[src/rtl/spi_txn_scheduler_pkg.sv]
// Shared register map, CTRL bit positions and FSM encoding for the SPI
// transaction scheduler that drives spi_top over wishbone.
package spi_sched_pkg;

  localparam logic [4:0] ADDR_TX0  = 5'h00;
  localparam logic [4:0] ADDR_CTRL = 5'h10;
  localparam logic [4:0] ADDR_DIV  = 5'h14;
  localparam logic [4:0] ADDR_SS   = 5'h18;

  localparam int CTRL_GO     = 8;
  localparam int CTRL_TX_NEG = 10;
  localparam int CTRL_ASS    = 13;

  typedef enum logic [2:0] {
    ST_INIT_DIV,
    ST_IDLE,
    ST_WR_TX,
    ST_WR_SS,
    ST_WR_CTRL,
    ST_WR_GO,
    ST_POLL,
    ST_DONE
  } state_e;

  function automatic logic [31:0] ctrl_word(input logic [6:0] len, input logic go);
    logic [31:0] w;
    w              = '0;
    w[6:0]         = len;
    w[CTRL_GO]     = go;
    w[CTRL_TX_NEG] = 1'b1;
    w[CTRL_ASS]    = 1'b1;
    return w;
  endfunction

  // Shifts of 32 or more give an all-ones mask, i.e. the whole word.
  function automatic logic [31:0] len_mask(input logic [6:0] len);
    return (32'h1 << len) - 32'h1;
  endfunction

endpackage

[src/rtl/spi_txn_scheduler_if.sv]
// Wishbone master-side bus between the scheduler and spi_top.
interface spi_txn_scheduler_if;
  logic [4:0]  wb_addr_o;
  logic [31:0] wb_data_o;
  logic [31:0] wb_data_i;
  logic        wb_cyc_o;
  logic        wb_stb_o;
  logic        wb_we_o;
  logic [3:0]  wb_sel_o;
  logic        wb_ack_i;
  logic        wb_err_i;

  modport master (
    output wb_addr_o, wb_data_o, wb_cyc_o, wb_stb_o, wb_we_o, wb_sel_o,
    input  wb_data_i, wb_ack_i, wb_err_i
  );

  modport slave (
    input  wb_addr_o, wb_data_o, wb_cyc_o, wb_stb_o, wb_we_o, wb_sel_o,
    output wb_data_i, wb_ack_i, wb_err_i
  );
endinterface

[src/rtl/spi_txn_scheduler_arb.sv]
// Combinational round-robin picker: first requester at or after ptr_i,
// wrapping from 7 back to 0.
module rr_arbiter8 (
  input  logic [7:0] req_i,
  input  logic [2:0] ptr_i,
  output logic [7:0] grant_o,
  output logic [2:0] idx_o,
  output logic       valid_o
);

  logic [2:0] cand;

  // Walk from the farthest offset down so the nearest requester wins last.
  always_comb begin
    idx_o   = ptr_i;
    valid_o = 1'b0;
    cand    = '0;
    for (int off = 7; off >= 0; off--) begin
      cand = ptr_i + 3'(off);
      if (req_i[cand]) begin
        idx_o   = cand;
        valid_o = 1'b1;
      end
    end
  end

  assign grant_o = valid_o ? (8'd1 << idx_o) : 8'd0;

endmodule

[src/rtl/spi_txn_scheduler.sv]
// Hardware wishbone master for spi_top: arbitrates eight single-word
// requesters and runs TX/SS/CTRL/GO/poll register sequences for each.
module spi_txn_scheduler
  import spi_sched_pkg::*;
#(
  parameter logic [15:0] C_DIVIDER     = 16'h0004,
  parameter logic [6:0]  C_RADIO_LEN   = 7'd18,
  parameter logic [6:0]  C_DAC_LEN     = 7'd16,
  parameter logic [7:0]  C_ACK_TIMEOUT = 8'd255
) (
  input  logic         OPB_Clk,
  input  logic         rst_n,
  input  logic [7:0]   req_valid,
  input  logic [255:0] req_data,
  output logic [7:0]   req_done,
  output logic         busy,
  output logic         err,
  input  logic         err_clr,
  spi_txn_scheduler_if.master wb
);

  state_e      state_q, state_d;
  logic [2:0]  target_q, target_d;
  logic [7:0]  tgt_oh_q, tgt_oh_d;
  logic [31:0] data_q, data_d;
  logic [2:0]  rr_q, rr_d;
  logic        cyc_q, cyc_d;
  logic        we_q, we_d;
  logic [4:0]  addr_q, addr_d;
  logic [31:0] wdat_q, wdat_d;
  logic [7:0]  tmo_q, tmo_d;
  logic [7:0]  done_q, done_d;
  logic        err_q, err_d;
  logic        busy_q, busy_d;

  logic [7:0]  arb_grant;
  logic [2:0]  arb_idx;
  logic        arb_valid;
  logic [6:0]  len;
  logic        acked, bus_err, timeout, abort, poll_busy;

  rr_arbiter8 u_arb (
    .req_i   (req_valid),
    .ptr_i   (rr_q),
    .grant_o (arb_grant),
    .idx_o   (arb_idx),
    .valid_o (arb_valid)
  );

  assign len       = target_q[2] ? C_DAC_LEN : C_RADIO_LEN;
  assign acked     = cyc_q & wb.wb_ack_i & ~wb.wb_err_i;
  assign bus_err   = cyc_q & wb.wb_err_i;
  assign timeout   = cyc_q & ~wb.wb_ack_i & ~wb.wb_err_i & (tmo_q == C_ACK_TIMEOUT - 8'd1);
  assign abort     = bus_err | timeout;
  assign poll_busy = wb.wb_data_i[CTRL_GO];

  always_ff @(posedge OPB_Clk or negedge rst_n) begin
    if (!rst_n) state_q <= ST_INIT_DIV;
    else        state_q <= state_d;
  end

  always_comb begin
    state_d = state_q;
    case (state_q)
      ST_INIT_DIV: if (acked) state_d = ST_IDLE;
      ST_IDLE:     if (arb_valid) state_d = ST_WR_TX;
      ST_WR_TX:    if (acked) state_d = ST_WR_SS;
      ST_WR_SS:    if (acked) state_d = ST_WR_CTRL;
      ST_WR_CTRL:  if (acked) state_d = ST_WR_GO;
      ST_WR_GO:    if (acked) state_d = ST_POLL;
      ST_POLL:     if (acked && !poll_busy) state_d = ST_DONE;
      ST_DONE:     if (acked) state_d = ST_IDLE;
      default:     state_d = ST_IDLE;
    endcase
    if (abort) state_d = ST_IDLE;
  end

  // A new access is launched only from a cycle where cyc is low, which
  // gives the mandatory idle cycle after every ack (and the poll re-read gap).
  always_comb begin
    target_d = target_q;
    tgt_oh_d = tgt_oh_q;
    data_d   = data_q;
    rr_d     = rr_q;
    cyc_d    = cyc_q;
    we_d     = we_q;
    addr_d   = addr_q;
    wdat_d   = wdat_q;
    tmo_d    = tmo_q;
    done_d   = '0;
    err_d    = err_q & ~err_clr;
    busy_d   = (state_d != ST_IDLE);

    if (cyc_q) begin
      if (acked || abort) begin
        cyc_d = 1'b0;
        tmo_d = '0;
      end else begin
        tmo_d = tmo_q + 8'd1;
      end
    end else if (state_q != ST_IDLE) begin
      cyc_d = 1'b1;
      tmo_d = '0;
      we_d  = 1'b1;
      case (state_q)
        ST_INIT_DIV: begin addr_d = ADDR_DIV;  wdat_d = {16'h0, C_DIVIDER}; end
        ST_WR_TX:    begin addr_d = ADDR_TX0;  wdat_d = data_q & len_mask(len); end
        ST_WR_SS:    begin addr_d = ADDR_SS;   wdat_d = {24'h0, tgt_oh_q}; end
        ST_WR_CTRL:  begin addr_d = ADDR_CTRL; wdat_d = ctrl_word(len, 1'b0); end
        ST_WR_GO:    begin addr_d = ADDR_CTRL; wdat_d = ctrl_word(len, 1'b1); end
        ST_POLL:     begin addr_d = ADDR_CTRL; wdat_d = '0; we_d = 1'b0; end
        default:     begin addr_d = ADDR_SS;   wdat_d = '0; end
      endcase
    end

    if (state_q == ST_IDLE && arb_valid) begin
      target_d = arb_idx;
      tgt_oh_d = arb_grant;
      data_d   = req_data[{arb_idx, 5'd0} +: 32];
    end

    if (state_q == ST_POLL && acked && !poll_busy) done_d = tgt_oh_q;
    if (state_q == ST_DONE && acked) rr_d = target_q + 3'd1;

    // The DONE-phase SS clear already reported completion, so no second pulse.
    if (abort) begin
      err_d = 1'b1;
      if (state_q != ST_INIT_DIV) rr_d = target_q + 3'd1;
      if (state_q != ST_INIT_DIV && state_q != ST_DONE) done_d = tgt_oh_q;
    end
  end

  always_ff @(posedge OPB_Clk or negedge rst_n) begin
    if (!rst_n) begin
      target_q <= '0;
      tgt_oh_q <= '0;
      data_q   <= '0;
      rr_q     <= '0;
      cyc_q    <= 1'b0;
      we_q     <= 1'b0;
      addr_q   <= '0;
      wdat_q   <= '0;
      tmo_q    <= '0;
      done_q   <= '0;
      err_q    <= 1'b0;
      busy_q   <= 1'b0;
    end else begin
      target_q <= target_d;
      tgt_oh_q <= tgt_oh_d;
      data_q   <= data_d;
      rr_q     <= rr_d;
      cyc_q    <= cyc_d;
      we_q     <= we_d;
      addr_q   <= addr_d;
      wdat_q   <= wdat_d;
      tmo_q    <= tmo_d;
      done_q   <= done_d;
      err_q    <= err_d;
      busy_q   <= busy_d;
    end
  end

  assign wb.wb_cyc_o  = cyc_q;
  assign wb.wb_stb_o  = cyc_q;
  assign wb.wb_we_o   = we_q;
  assign wb.wb_addr_o = addr_q;
  assign wb.wb_data_o = wdat_q;
  assign wb.wb_sel_o  = {4{cyc_q}};
  assign req_done     = done_q;
  assign busy         = busy_q;
  assign err          = err_q;

endmodule

[src/flat_wrapper.sv]
// flat-port wrapper written by rule: the top's interface ports become plain ports
module spi_txn_scheduler_flat import spi_sched_pkg::*;
#(
  parameter logic [15:0] C_DIVIDER     = 16'h0004,
  parameter logic [6:0]  C_RADIO_LEN   = 7'd18,
  parameter logic [6:0]  C_DAC_LEN     = 7'd16,
  parameter logic [7:0]  C_ACK_TIMEOUT = 8'd255
)
  (OPB_Clk, rst_n, req_valid, req_data, req_done, busy, err, err_clr, wb_wb_addr_o, wb_wb_data_o, wb_wb_cyc_o, wb_wb_stb_o, wb_wb_we_o, wb_wb_sel_o, wb_wb_data_i, wb_wb_ack_i, wb_wb_err_i);
  spi_txn_scheduler_if wb_i ();
  input  logic OPB_Clk;
  input  logic rst_n;
  input  logic [7:0] req_valid;
  input  logic [255:0] req_data;
  output logic [7:0] req_done;
  output logic busy;
  output logic err;
  input  logic err_clr;
  output wire logic [$bits(wb_i.wb_addr_o)-1:0] wb_wb_addr_o;
  output wire logic [$bits(wb_i.wb_data_o)-1:0] wb_wb_data_o;
  output wire logic [$bits(wb_i.wb_cyc_o)-1:0] wb_wb_cyc_o;
  output wire logic [$bits(wb_i.wb_stb_o)-1:0] wb_wb_stb_o;
  output wire logic [$bits(wb_i.wb_we_o)-1:0] wb_wb_we_o;
  output wire logic [$bits(wb_i.wb_sel_o)-1:0] wb_wb_sel_o;
  input wire logic [$bits(wb_i.wb_data_i)-1:0] wb_wb_data_i;
  input wire logic [$bits(wb_i.wb_ack_i)-1:0] wb_wb_ack_i;
  input wire logic [$bits(wb_i.wb_err_i)-1:0] wb_wb_err_i;
  assign wb_wb_addr_o = wb_i.wb_addr_o;
  assign wb_wb_data_o = wb_i.wb_data_o;
  assign wb_wb_cyc_o = wb_i.wb_cyc_o;
  assign wb_wb_stb_o = wb_i.wb_stb_o;
  assign wb_wb_we_o = wb_i.wb_we_o;
  assign wb_wb_sel_o = wb_i.wb_sel_o;
  assign wb_i.wb_data_i = wb_wb_data_i;
  assign wb_i.wb_ack_i = wb_wb_ack_i;
  assign wb_i.wb_err_i = wb_wb_err_i;
  spi_txn_scheduler #(.C_DIVIDER(C_DIVIDER), .C_RADIO_LEN(C_RADIO_LEN), .C_DAC_LEN(C_DAC_LEN), .C_ACK_TIMEOUT(C_ACK_TIMEOUT)) u_core (.OPB_Clk(OPB_Clk), .rst_n(rst_n), .req_valid(req_valid), .req_data(req_data), .req_done(req_done), .busy(busy), .err(err), .err_clr(err_clr), .wb(wb_i));
endmodule
[config.mk]
export PLATFORM = sky130hd
export DESIGN_NAME = spi_txn_scheduler_flat
export DESIGN_NICKNAME = d
export VERILOG_FILES = /design/src/rtl/spi_txn_scheduler_pkg.sv /design/src/rtl/spi_txn_scheduler_if.sv /design/src/rtl/spi_txn_scheduler_arb.sv /design/src/rtl/spi_txn_scheduler.sv /design/src/flat_wrapper.sv
export SDC_FILE = /design/constraint.sdc
export NUM_CORES = 1
export LEC_CHECK = 0
export BUFFER_PORTS_ARGS = -buffer_cell sky130_fd_sc_hd__buf_2
export CAP_MARGIN = 25
export CORE_AREA = 2 2 137 139
export DETAILED_ROUTE_END_ITERATION = 10
export DIE_AREA = 0 0 139 141
export SLEW_MARGIN = 10
export SYNTH_ARGS = -nofsm -noshare
export SYNTH_HDL_FRONTEND = slang
export SYNTH_HIERARCHICAL = 1
export SYNTH_SLANG_ARGS = --single-unit
[constraint.sdc]
create_clock -name OPB_Clk -period 3.6 [get_ports OPB_Clk]
set_clock_uncertainty 0.15 [all_clocks]
set_input_delay 0.18 -clock OPB_Clk [delete_from_list [all_inputs] [get_ports OPB_Clk]]
set_output_delay 0.18 -clock OPB_Clk [all_outputs]
set_load 0.01 [all_outputs]
# After elaboration in Yosys (flattened, before gate mapping)
# Index checks and enable logic that the tools add are counted.
totals:
  input_bits: 301
  wordCells: 131
  register_bits: 106
classes:
  reduce_logical: 14
  n_addsub: 10
  muxes: 59
  eq_ne: 11
  shift: 3
  magnitude_cmp: 8
  bitwise_logic: 13
op_table:
  columns: ["cell", "n"]
  rows:
  - ["256-bit by 9-bit indexed part select with 32-bit output", 1]
  - ["32-bit one-hot mux with 5 select lines", 1]
  - ["3-bit two-way mux", 19]
  - ["8-bit two-way mux", 7]
  - ["32-bit AND", 1]
  - ["3-bit by 4-bit < comparator with 1-bit output (second input constant)", 8]
  - ["1-bit by 7-bit left shift with 32-bit output (first input constant)", 1]
  - ["32-bit by 1-bit subtractor with 32-bit output (second input constant)", 1]
  - ["1-bit binary-select mux with 3-bit select", 8]
  - ["1-bit two-way mux", 21]
  - ["3-bit one-hot mux with 7 select lines", 1]
  - ["5-bit one-hot mux with 3 select lines", 1]
  - ["3-bit adder (second input constant)", 4]
  - ["3-bit == test (second input constant)", 4]
  - ["8-bit by 1-bit adder with 8-bit output (second input constant)", 1]
  - ["8-bit == test (second input constant)", 1]
  - ["1-bit by 3-bit left shift with 8-bit output (first input constant)", 1]
  - ["1-bit AND", 7]
  - ["3-bit by 1-bit adder with 3-bit output (second input constant)", 2]
  - ["3-bit by 2-bit adder with 3-bit output (second input constant)", 2]
  - ["3-bit by 2-bit == test with 1-bit output (second input constant)", 2]
  - ["1-bit logical AND", 6]
  - ["3-bit by 1-bit inequality test with 1-bit output (second input constant)", 2]
  - ["1-bit NOT", 4]
  - ["other kinds (12)", 12]

# Longest topological paths before layout
# Gate-level depths: netlist of run 1.
logic_depth:
  word_depth: 15
  depth_mapped: 17
  ltp_nobuf: 11

# By module
# The synthesis of run 1 kept the hierarchy.
modules_own_cells:
  columns: ["module", "area_per_inst_um2", "n_inst", "cells_each", "seq_area_each_um2"]
  rows:
  - ["spi_txn_scheduler", 4621.9, 1, 383, 1901.8]
  - ["rr_arbiter8", 999.7, 1, 113, 0.0]

# Worst setup path before layout of run 1
# Ideal clock, no wire load.
synth_timing:
  path_type: "reg-to-reg"
  startpoint: "reg u_core.rr_q[1]"
  endpoint: "reg u_core.data_q[0]"
  stages_incl_launch_ff: 16
  period_less_slack_ns: 3.864
  arrival_time_ns: 3.588
  n_path_buf: 4
  setup_time_ns: 0.126
  setup_slack_ns: -0.264
  cell_sequence: "dfrtp_1 > buf_2 > clkinv_1 > ha_1 > clkbuf_4 > mux4_2 > mux2_2 > a311oi_1 > o31ai_1 > a31o_2 > nand3_4 > buf_6 > buf_12 > mux4_2 > mux2i_1 > a21oi_1"
synth_between:
  elab_chain_len: 12
synth_rtl:
  columns: ["element", "line_no", "text"]
  rows:
  - ["start, declared", "spi_txn_scheduler.sv:26", "logic [2:0] rr_q, rr_d;"]
  - ["start signal, assigned", "spi_txn_scheduler.sv:151", "rr_q <= rr_d;"]
  - ["3-bit adder", "spi_txn_scheduler_arb.sv:19", "cand = ptr_i + 3'(off);"]
  - ["1-bit binary-select mux with 3-bit select", "spi_txn_scheduler_arb.sv:20", "if (req_i[cand]) begin"]
  - ["1-bit two-way mux (implied by the code)", "spi_txn_scheduler_arb.sv:20", null]
  - ["3-bit two-way mux (7 in series)", "spi_txn_scheduler_arb.sv:20", null]
  - ["3-bit two-way mux *", "spi_txn_scheduler_arb.sv:20", null]
  - ["net u_core.arb_idx[1]", "spi_txn_scheduler.sv:37", "logic [2:0] arb_idx;"]
  - ["256-bit by 9-bit indexed part select with 32-bit output *", "spi_txn_scheduler.sv:119", "data_d = req_data[{arb_idx, 5'd0} +: 32];"]
  - ["end signal, assigned", "spi_txn_scheduler.sv:150", "data_q <= data_d;"]
  - ["end, declared", "spi_txn_scheduler.sv:25", "logic [31:0] data_q, data_d;"]
# The timed path passes the listed nets; every way through them passes the cells marked *. The select of a mux whose other input is x is not followed.
# A chain may end at the register's enable or synchronous reset.

# Worst setup path in the final report of run 1
layout_timing:
  startpoint: "reg u_core.rr_q[0]"
  endpoint: "reg u_core.data_q[6]"
# The elaborated chain is that of the path after synthesis.

==> results.py, run 1 <==
metrics = {
    "setup_path": {
        "cp.required_ns": 3.63,
        "path_cells": "buf_6 > inv_4 > ha_4 > mux4_2 > mux2_4 > a311oi_2 > o31ai_1 > a31o_2 > nand3_4 > clkbuf_16 > mux4_2 > mux2i_1 > buf_4 > a21oi_1",
        "path_class": "reg2reg",
        "arrival_ns": 3.62,
        "slowest_stage": "mux4_2",
        "crit_family": "multiplexers",
        "critPathMaxStageDelay_ns": 0.48,
        "crit_top_cell": "mux4_2",
        "cp-start-kind": "register",
        "crit_path_end_kind": "register",
        "cp_max_fo": 8,
        "timing.critical_path.buf_inv": 4,
    },
    "pwr": {
        "p_per_area_nw_per_um2": 1420,
        "power_frac_comb_pct": 78.0,
        "power_mw": 10.9,
        "ir_worst_vdd_uv": 1000,
        "p_int_mw": 6.50,
        "p_leak_nw": 3.63,
        "switchingPower_mw": 4.38,
        "p_sw_share_pct": 40.3,
        "p_clk_share_pct": 8.1,
        "power_frac_seq_pct": 13.9,
    },
    "synthesis": {
        "synth_area_leader_cell": "dfrtp_1",
        "avgSynthCellArea_um2": 11.3,
        "synth-warning-count": 6,
        "synth.top_cell.area_share_pct": 33.8,
        "synth_cell_types": 75,
        "synth_ff_type": "dfrtp_1",
        "synth_seq_cells": 76,
        "synth.area.top_cells": "dfrtp_1 (34%), mux4_2 (14%), mux2i_1 (6.4%)",
        "synthArstFlopShare_pct": 100,
        "synth_common_cells": "dfrtp_1 (76), mux2i_1 (36), mux4_2 (35), nor2_1 (35), a21oi_1 (34)",
        "synthCells": 496,
        "netlist_area_um2": 5620,
        "yosysMostFrequentCell": "dfrtp_1",
        "yosysSeqAreaShare_pct": 33.8,
        "synth_edf_count": 0,
    },
    "timing": {
        "rsz0062_at_grt": "yes",
        "slew_headroom_pct": 50.1,
        "worst_slack_ns": 0.0122,
        "timing.hold.ws_ns": 0.193,
        "fin_crit_ns": 3.59,
        "final-setup-viol-count": 0,
        "finalCritPeriodShare_pct": 99.7,
        "hold_viol": 0,
        "max_freq_mhz": 279,
        "setup_tns_ns": 0,
        "slew_violations": 0,
        "worstMarginPinSlew_ns": 0.748,
    },
    "place": {
        "post-place-ws_ns": -0.0473,
        "placed_cells": 933,
        "io_buffers": 195,
        "dpl-instance-area_um2": 7000,
        "gp_congestion": 0.859,
        "dpl.hpwl_um": 12500,
    },
    "run_status": {
        "status": "complete, no violations",
    },
    "clocking": {
        "cts-buffers-inserted": 9,
        "cts-root-buf": "clkbuf_16",
        "clkTransAtPathRegs_ns": 0.06,
        "clock_latency_ns": 0.33,
        "cts_num_sinks": 76,
        "cts-htree-levels": 3,
        "clockBufferDepth": 2,
        "tritoncts": "built",
    },
    "grt": {
        "busiest_layer": "met2",
        "grt_use_met1_pct": 21.8,
        "overflow": 0,
        "grt_pass1_vias": 4600,
        "use_met2_pct": 26.1,
        "antenna_found_initial": 0,
        "grt_util_met3_pct": 2.34,
        "grt_pass1_wl_um": 24500,
        "grt_max_degree": 77,
        "track_usage_pct": 15.6,
    },
    "floorplan": {
        "ios": 355,
        "die_area_um2": 19600,
        "die_h_um": 141,
        "die_w_um": 139,
        "row_count": 50,
        "core_area_um2": 18300,
        "start_util_pct": 30.8,
    },
    "routing": {
        "dr.pass1.iters": 4,
        "drc": 0,
        "vias": 4826,
        "routed_via_density": 5.00,
        "antenna_left": 0,
        "wl_per_cell_um": 16.8,
        "routed_wl_um": 16300,
        "drtIter0Drc": 272,
    },
    "final_layout": {
        "final_area_um2": 7650,
        "nFillCells": 1769,
        "fin_nets": 1034,
        "final_util_pct": 41.9,
        "n_antenna_cell": 0,
        "drive_gt1_share_pct": 49.9,
        "final_cells": 966,
        "multi_input_area_um2": 3400,
        "regArea_um2": 1900,
        "synthToLayoutAreaGrowth_pct": 36.2,
    },
    "min_path": {
        "min_path_type": "in2reg",
    },
    "flow_run": {
        "maxCapViolations": 0,
    },
}
==> state kept, by name, summed over array words and instances (netlist names), 3 cells and up <==
name,cells
u_core/target_q,3
u_core/wb.wb_addr_o,3
u_core/data_q,18
u_core/req_done,8
u_core/state_q,3
u_core/tgt_oh_q,8
u_core/tmo_q,8
u_core/rr_q,3
u_core/wb.wb_data_o,18
==> power by group through the flow <==
stage | logic [mW] | registers (mW) | clock network [mW]
detailed placement | 6.88 | 1.52 | 0
global route | 9.11 | 1.57 | 0.930
finish | 8.49 | 1.52 | 0.878
global placement | 6.83 | 1.52 | 0
CTS | 7.19 | 1.52 | 0.895
floorplan | 5.07 | 1.38 | 0
==> worst register-to-register path: cells and delay by family, from the launching register on <==
kind,cells,cell delay [ns]
flip-flops,1,0.42
multiplexers,4,1.30
adder cells (fa/ha/maj),1,0.29
AND/OR/NAND/NOR,1,0.15
AO/OA/AOI/OAI,4,0.64
buffers and inverters,4,0.49
==> worst paths after layout <==
path	from	end	slack, ns	cells past startpoint
worst max-delay path	u_core/rr_q[0]	u_core/data_q[6]	0.01	14
worst min-delay path	wb_wb_data_i[8]	u_core/state_q[0]	0.19	3
worst max register to register	u_core/rr_q[0]	u_core/data_q[6]	0.01	14
worst min register to register	u_core/wb.wb_data_o[1]	u_core/wb.wb_data_o[1]	0.32	2
max in group asynchronous	rst_n	u_core/rr_q[0]	2.51	3
min in group asynchronous	rst_n	u_core/req_done[2]	0.21	2
==> logic make-up after synthesis <==
family,count (synthesis),share of synthesized area (%)
and+or+nand+nor,126,12.5
AOI/OAI and AO/OA,109,13.2
muxes,100,29.3
DFF,76,33.8
buffers and inverters,73,8.88
xor gates and xnor gates,6,1.07
adders and majority gates,5,1.11
other,1,0.0667
==> repair_timing <==
action | CTS | global route
endpoints found under the setup margin | 16 | 18
endpoints found under the hold margin | 77 | 0
setup buffers | 3 | 8
gates resized for setup | 8 | 35
pin swaps | 1 | 8
hold buffers | 2 | 0
gates cloned | 0 | 4
==> cell type report <==
| type | instances | area share [%] |
|---|---|---|
| timing repair buffer | 261 | 22.2 |
| sequential | 76 | 24.9 |
| tap | 234 | 3.82 |
| inverter | 18 | 0.932 |
| clock buffer | 13 | 3.27 |
| clock inverter | 2 | 0.458 |
| multi-input combinational | 362 | 44.4 |
==> metal layers <==
layer  wire length [um]  share of wire [%]  vias up
met5                  0                  0        -
met4                114               0.70        0
met3                897                5.5        8
met2               8030                 49      207
met1               7240                 44     2310
li1                   -                  -     2301
==> cells in the final DEF (no fill, tap or decap), types with 5 or more instances in the layout <==
| master | instances |
|---|---|
| a21oi_1 | 32 |
| a22o_1 | 7 |
| buf_12 | 8 |
| buf_2 | 194 |
| buf_4 | 44 |
| buf_6 | 8 |
| clkbuf_16 | 13 |
| conb_1 | 16 |
| dfrtp_1 | 74 |
| inv_1 | 15 |
| mux2_1 | 12 |
| mux2i_1 | 25 |
| mux2i_2 | 6 |
| mux2i_4 | 5 |
| mux4_2 | 43 |
| nand2_1 | 32 |
| nand3_1 | 7 |
| nor2_1 | 35 |
| nor2b_1 | 9 |
| nor3_2 | 5 |
| o21ai_0 | 19 |
No activity file was read; power rests on OpenSTA's default activity.
==> run 2, diff against run 1 <==
--- a/config.mk
+++ b/config.mk
@@ -7,9 +7,9 @@
 export LEC_CHECK = 0
 export BUFFER_PORTS_ARGS = -buffer_cell sky130_fd_sc_hd__buf_2
 export CAP_MARGIN = 25
-export CORE_AREA = 2 2 137 139
+export CORE_AREA = 3 3 138 140
 export DETAILED_ROUTE_END_ITERATION = 10
-export DIE_AREA = 0 0 139 141
+export DIE_AREA = 0 0 141 143
 export SLEW_MARGIN = 10
 export SYNTH_ARGS = -nofsm -noshare
 export SYNTH_HDL_FRONTEND = slang
==> results.py, run 2 (synthesis gave the netlist of run 1 again) <==
metrics = {
    "setup_path": {
        "timing.critical_path.buf_inv": 4,
        "path_class": "reg2reg",
        "crit_top_cell": "buf_4",
        "crit_path_end_kind": "register",
        "path_cells": "buf_12 > inv_6 > ha_4 > mux4_2 > mux2_4 > o221ai_2 > nand3_1 > a31o_2 > nand3_4 > buf_4 > mux4_1 > mux2i_1 > buf_4 > a21oi_1",
        "cp_max_fo": 6,
        "cp-start-kind": "register",
        "startpoint": "u_core/rr_q[0]",
        "critPathMaxStageDelay_ns": 0.52,
        "worstReg2RegEnd": "u_core/data_q[16]",
        "r2r_cells": 14,
        "arrival_ns": 3.59,
        "cp.required_ns": 3.64,
        "r2r_slack_ns": 0.05,
        "reg2reg_from": "u_core/rr_q[0]",
        "crit_family": "multiplexers",
        "slowest_stage": "mux4_1",
    },
    "floorplan": {
        "die_w_um": 141,
        "start_util_pct": 31.3,
        "die_area_um2": 20200,
        "row_count": 49,
        "die_h_um": 143,
        "ios": 355,
        "core_area_um2": 18000,
    },
    "timing": {
        "final-setup-viol-count": 0,
        "worstMarginPinSlew_ns": 1.01,
        "slew_violations": 0,
        "max_freq_mhz": 282,
        "fin_crit_ns": 3.55,
        "worst_slack_ns": 0.0489,
        "rsz0062_at_grt": "yes",
        "hold_viol": 0,
        "timing.hold.ws_ns": 0.0807,
        "slew_headroom_pct": 32.7,
        "finalCritPeriodShare_pct": 98.6,
    },
    "clocking": {
        "cts_num_sinks": 76,
        "cts-htree-levels": 3,
        "cts-root-buf": "clkbuf_16",
        "cts-buffers-inserted": 9,
        "tritoncts": "built",
        "clock_latency_ns": 0.33,
        "clockBufferDepth": 2,
        "clkTransAtPathRegs_ns": 0.06,
    },
    "grt": {
        "grt_max_degree": 77,
        "track_usage_pct": 14.9,
        "grt_pass1_vias": 4619,
        "overflow": 0,
        "antenna_found_initial": 0,
        "grt_pass1_wl_um": 24100,
    },
    "pwr": {
        "p_per_area_nw_per_um2": 1380,
        "p_leak_nw": 3.59,
        "ir_worst_vdd_uv": 962,
    },
    "routing": {
        "dr.pass1.iters": 4,
        "antenna_left": 0,
        "routed_wl_um": 15900,
        "wl_per_cell_um": 16.6,
        "drtIter0Drc": 261,
        "routed_via_density": 5.04,
        "drc": 0,
        "vias": 4821,
    },
    "final_layout": {
        "synthToLayoutAreaGrowth_pct": 34.1,
        "n_antenna_cell": 0,
        "drive_gt1_share_pct": 49.1,
        "final_common_cell": "buf_2",
        "layout_common_cells": "buf_2 (194), dfrtp_1 (75), buf_4 (46), mux4_2 (42), nor2_1 (35)",
        "fin_nets": 1029,
    },
    "place": {
        "io_buffers": 195,
        "post-place-ws_ns": -0.0907,
        "dpl.hpwl_um": 12300,
        "gp_congestion": 0.854,
    },
    "run_status": {
        "status": "complete, no violations",
    },
    "min_path": {
        "min_path_type": "in2async",
    },
    "flow_run": {
        "maxCapViolations": 0,
    },
}
## run 2: cell types whose count changed in the layout (fill, tap and decap cells not counted), sizes merged
cell / before / now
buf: 255 / 250
bufinv: 1 / 0
clkbuf: 17 / 15
clkinv: 2 / 4
clkinvlp: 0 / 1
## run 2: power breakdown
part           internal [mW]  total (mW)  switching, mW  leakage (nW)
clock                  0.480       0.817          0.337         0.131
combinational           4.52        8.06           3.54          2.51
sequential              1.16        1.53          0.364         0.948
## run 2: layout make-up
type	instances	area, um^2
timing repair buffer	256	1640
inverter	18	73.8
tap	229	287
multi-input combinational	362	3370
clock buffer	11	243
sequential	76	1900
clock inverter	4	26.3
fill	1735	10400
## run 2: worst max path at each step
| stage | slack [ns] | depth (start not counted) | end |
|---|---|---|---|
| finish | 0.05 | 14 | u_core/data_q[16] |
| global route | -0.12 | 14 | u_core/data_q[16] |
| CTS | 0.003 | 13 | u_core/data_q[10] |
| detailed placement | -0.09 | 10 | u_core/data_q[17] |
| global placement | -0.07 | 10 | u_core/data_q[13] |
| floorplan | 0.002 | 16 | u_core/data_q[0] |
## run 2: per-stage QoR
stage / area, um^2 / TNS (ns) / utilization [%] / power (mW) / cells
after floorplan: 5710 / 0 / - / 6.45 / 511
after global placement: 6970 / -0.371 / 38.8 / 8.41 / 924
after detailed placement: 6970 / -0.540 / 38.8 / 8.45 / 924
after CTS: 7320 / 0 / 40.8 / 9.59 / 944
after global routing: 7540 / -1.18 / 42.0 / 11.1 / 956
final: 7540 / 0 / 42.0 / 10.4 / 956
## run 2: per-layer routing
metal  GRT usage (%)  up-vias  part of all wire [%]  wire (um)
met5               0        -                     0          0
met4            4.64        0                   2.0        324
met3            2.58       17                   6.0        950
met2            23.2      203                    47       7400
met1            21.2     2305                    45       7200
li1                -     2296                     -          -
## run 2: what timing repair did
| action | 4_1_cts | 5_1_grt |
|---|---|---|
| setup endpoints to repair | 16 | 18 |
| hold buffers | 2 | 0 |
| resized for setup | 8 | 20 |
| cloned | 0 | 4 |
| pin swaps | 2 | 9 |
| hold endpoints to repair | 77 | 0 |
| buffers inserted | 3 | 7 |
